$ cat src/rtl/sequential_detector_shift_register.sv
// ---------------------------------------------------------------------------
// sequential_detector_shift_register
//
// Purpose:
//   Serial pattern detector built on a shift register (no explicit FSM).
//   One bit of x is shifted in per rising clk edge. z flags whenever the most
//   recent PAT_LEN bits equal PATTERN (MSB = oldest bit, LSB = newest).
//   Overlapping matches are detected because the history is never cleared on
//   a match.
//
// Ports:
//   clk        in   1  rising-edge clock, the only clock
//   rst        in   1  synchronous, active-high reset
//   x          in   1  serial data bit, sampled on every rising clk edge
//   z          out  1  match flag, high while history == PATTERN and full
//   match_cnt  out  8  wrapping count of matches (only with SEQDET_MATCH_CNT_EN)
//
// Configuration macro:
//   SEQDET_MATCH_CNT_EN  adds the match_cnt output and its 8-bit counter.
//                        z behaves identically with or without it.
//
// Handshake: none. x is a free-running serial stream with no valid/ready
//   qualification; every non-reset edge consumes exactly one bit.
// ---------------------------------------------------------------------------
module sequential_detector_shift_register #(
  parameter int unsigned         PAT_LEN = 5,
  parameter logic [PAT_LEN-1:0]  PATTERN = 5'b10010
) (
  input  logic       clk,
  input  logic       rst,
  input  logic       x,
  output logic       z
`ifdef SEQDET_MATCH_CNT_EN
  ,
  output logic [7:0] match_cnt
`endif
);

  // Fill counter must be able to hold the value PAT_LEN itself.
  localparam int unsigned      FW        = $clog2(PAT_LEN + 1);
  localparam logic [FW-1:0]    FILL_FULL = FW'(PAT_LEN);

  logic [PAT_LEN-1:0] sr_q, sr_d;
  logic [FW-1:0]      fill_q, fill_d;
  logic               full;

  assign full = (fill_q == FILL_FULL);

  always_comb begin
    sr_d   = {sr_q[PAT_LEN-2:0], x};
    // Saturate at PAT_LEN: once the history is full it stays full.
    fill_d = full ? fill_q : (fill_q + FW'(1));
  end

  always_ff @(posedge clk) begin
    if (rst) begin
      sr_q   <= '0;
      fill_q <= '0;
    end else begin
      sr_q   <= sr_d;
      fill_q <= fill_d;
    end
  end

  // Decoded from registers only, so x has no combinational path to z.
  // The fill guard keeps an all-zero PATTERN from matching the cleared
  // register straight out of reset.
  assign z = full && (sr_q == PATTERN);

`ifdef SEQDET_MATCH_CNT_EN
  logic [7:0] cnt_q, cnt_d;

  // Counts on the edge after z was high; wraps naturally from 255 to 0.
  always_comb begin
    cnt_d = cnt_q;
    if (z) cnt_d = cnt_q + 8'd1;
  end

  always_ff @(posedge clk) begin
    if (rst) cnt_q <= '0;
    else     cnt_q <= cnt_d;
  end

  assign match_cnt = cnt_q;
`endif

endmodule

$ cat config.mk
export PLATFORM = sky130hd
export DESIGN_NAME = sequential_detector_shift_register
export DESIGN_NICKNAME = d
export VERILOG_FILES = /design/src/rtl/sequential_detector_shift_register.sv
export SDC_FILE = /design/constraint.sdc
export NUM_CORES = 1
export LEC_CHECK = 0
export CAP_MARGIN = 30
export CORE_AREA = 5 5 42 44
export DETAILED_ROUTE_END_ITERATION = 7
export DIE_AREA = 0 0 47 49
export PLACE_DENSITY = 0.37
export SETUP_SLACK_MARGIN = 0.5
export SYNTH_ARGS = -nofsm -noshare
export SYNTH_HDL_FRONTEND = slang
export SYNTH_SLANG_ARGS = --single-unit
$ cat constraint.sdc
create_clock -name clk -period 1.2 [get_ports clk]
set_input_delay 0.24 -clock clk [delete_from_list [all_inputs] [get_ports clk]]
set_output_delay 0.24 -clock clk [all_outputs]
set_load 0.03 [all_outputs]
==> impl_metrics.env <==
export IMPL_status="complete, but fails checks"
export IMPL_violations="setup timing"
export IMPL_place_ws_ns=-0.176
export IMPL_clockPowerShare_pct=33.8
export IMPL_cp_arrival_ns=1.32
export IMPL_cts_htree_levels=1
export IMPL_report_final_slew_viol_count=0
export IMPL_port_buffers=3
export IMPL_hold_depth=2
export IMPL_clock_latency_ns=0.25
export IMPL_syn_cell_area_um2=297
export IMPL_cts_tree="built"
export IMPL_syn_num_nets=31
export IMPL_ys_ff_latch=8
export IMPL_rsz0062_at_grt="true"
export IMPL_coreArea_um2=1400
export IMPL_worstMarginPinSlew_ns=0.187
export IMPL_final_cell_mix="dfxtp_1 (6), buf_4 (6), nor2b_1 (5), clkbuf_4 (3), dfxtp_2 (2)"
export IMPL_endpoint_kind="output port"
export IMPL_die_x_um=47
export IMPL_multi_input_area_um2=168
export IMPL_drc=0
export IMPL_viasPerCell=4.25
export IMPL_seqPwrFrac_pct=50.3
export IMPL_critPathLaunchType="flop"
export IMPL_p_int_uw=450
export IMPL_crit_type="flop to output port"
export IMPL_skew_ns=0.00339
export IMPL_cp_required_ns=0.96
export IMPL_grt_usage_pct=5.85
export IMPL_reg2reg_depth=5
export IMPL_grt_use_met3_pct=3.32
export IMPL_reg2reg_to="fill_q[0]$_SDFFE_PP0P_"
export IMPL_yosys_area_top_type="dfxtp_1"
export IMPL_relSlewSlack_pct=87.5
export IMPL_gp_congestion=0.713
export IMPL_grt_max_degree=7
export IMPL_area_delta_synth_final_pct=48.5
export IMPL_setup_ws_ns=-0.358
export IMPL_first_pass_iters=1
export IMPL_num_fill_cells=153
export IMPL_io_pins=4
export IMPL_finalHoldViolCount=0
export IMPL_met2_usage_pct=8.60
export IMPL_netlist_top_cells_area="dfxtp_1 (54%), nor2b_1 (11%), ha_1 (8.4%)"
export IMPL_finalSetupViolCount=1
export IMPL_cts_root_buf="clkbuf_4"
export IMPL_netlist_instances=26
export IMPL_grt_pass1_vias=245
export IMPL_dieArea_um2=2300
export IMPL_p_leak_uw=0.000175
export IMPL_nNetsFinal=44
export IMPL_start_util_pct=21.2
export IMPL_rows=14
export IMPL_max_freq_mhz=642
export IMPL_grt_busiest_layer="met2"
export IMPL_power_switching_uw=134
export IMPL_power_frac_comb_pct=15.9
export IMPL_yosysTopAreaCellShare_pct=54.0
export IMPL_avgSynthCellArea_um2=11.4
export IMPL_grt_overflow=0
export IMPL_yosysUniqueCellTypes=14
export IMPL_drive_gt1_share_pct=48.6
export IMPL_hpwlAfterDp_um=419
export IMPL_peakVddDrop_mv=0.548
export IMPL_worstReg2RegStart="fill_q[1]$_SDFFE_PP0P_"
export IMPL_ant_nets=0
export IMPL_antenna_found_initial=0
export IMPL_critical_path_max_fanout=2
export IMPL_cts_sinks=8
export IMPL_diodes=0
export IMPL_clock_path_buffers=2
export IMPL_grt_pass1_wl_um=952
export IMPL_yosysWarnings=0
export IMPL_drt_wl_total_um=535
export IMPL_p_per_area_nw_per_um2=1330
export IMPL_hold_path_end="fill_q[0]$_SDFFE_PP0P_"
export IMPL_switching_share_pct=22.9
export IMPL_regArea_um2=163
export IMPL_r2r_slack_ns=0.14
export IMPL_die_h_um=49
export IMPL_ys_seq_area_share_pct=54.0
export IMPL_use_met1_pct=5.96
export IMPL_numCtsBuffers=3
export IMPL_layout_min_cycle_time_ns=1.56
export IMPL_cap_violations=0
export IMPL_num_vias=225
export IMPL_clk_pin_slew_worst_paths_ns=0.05
export IMPL_p_total_uw=584
export IMPL_holdCritStartpoint="rst"
export IMPL_hp_class="input pin to flop"
export IMPL_drt_iter0_drc=0
export IMPL_wl_per_cell_um=10.1
export IMPL_finalCritPeriodShare_pct=130
-- cell families after synthesis --
kind of cell	share of synthesized area, %
simple gates	26.2
flops	54.0
compound gates	10.1
fa+ha+maj	8.44
buf+inv	1.26
-- per-layer routing --
metal / part of all wire, % / wire (um)
met5: 0 / 0
met4: 1.1 / 6
met3: 5.8 / 31
met2: 52 / 280
met1: 41 / 217
-- worst max-delay path by stage --
stage                           startpoint  endpoint  depth (start not counted)
detailed placement  fill_q[1]$_SDFFE_PP0P_         z                          5
global placement    fill_q[1]$_SDFFE_PP0P_         z                          5
finish              fill_q[1]$_SDFFE_PP0P_         z                          5
CTS                 fill_q[1]$_SDFFE_PP0P_         z                          5
global route        fill_q[1]$_SDFFE_PP0P_         z                          5
floorplan           fill_q[1]$_SDFFE_PP0P_         z                          4
-- through the flow --
| stage | cell area (um^2) | std cells | utilization [%] | hold slack (ns) | setup TNS, ns |
|---|---|---|---|---|---|
| 2_1_floorplan | 320 | 26 | - | 0.302 | -0.206 |
| 3_3_place_gp | 405 | 50 | 28.9 | 0.454 | -0.160 |
| 3_5_place_dp | 405 | 50 | 28.9 | 0.460 | -0.176 |
| 4_1_cts | 440 | 53 | 31.4 | 0.362 | -0.383 |
| 5_1_grt | 440 | 53 | 31.4 | 0.399 | -0.447 |
| 6_report | 440 | 53 | 31.4 | 0.371 | -0.358 |
-- layout make-up --
type / instances / area share (%)
Tap cell: 16 / 4.55
Inverter: 1 / 0.852
Timing Repair Buffer: 8 / 14.5
Multi-Input combinational cell: 17 / 38.1
Sequential cell: 8 / 36.9
Clock buffer: 3 / 5.11
-- power by group through the flow --
| stage | Sequential, uW | Combinational, uW | Clock [uW] |
|---|---|---|---|
| floorplan | 301 | 41.5 | 0 |
| global placement | 299 | 80.0 | 0 |
| detailed placement | 299 | 83.8 | 0 |
| CTS | 294 | 93.8 | 210 |
| global route | 297 | 102 | 218 |
| finish | 294 | 92.6 | 197 |
-- worst max-delay path, cell delays in order (launching register included) --
cell      delay (ns)
dfxtp_2         0.32
inv_2           0.07
ha_4            0.12
nand4b_1        0.14
nor4b_4         0.23
buf_4           0.19
-- synth_stat cells --
cell type / n
dfxtp_1: 8
nor2b_1: 5
ha_1: 2
a21boi_1: 1
a21o_2: 1
a21oi_1: 1
a311oi_1: 1
and3b_1: 1
inv_1: 1
nand3_1: 1
nand4b_1: 1
nor2_1: 1
nor3_1: 1
nor4b_2: 1
-- flip-flops by register name, indices dropped and copies added (netlist names) --
register	count
sr_q	5
fill_q	3
-- what timing repair did --
action                                  4_1_cts  5_1_grt
endpoints found under the setup margin        9        4
pin swaps                                     4        0
hold buffers                                  0        0
resized for setup                             4        0
buffers inserted                              0        0
No activity file was read; power rests on OpenSTA's default activity.
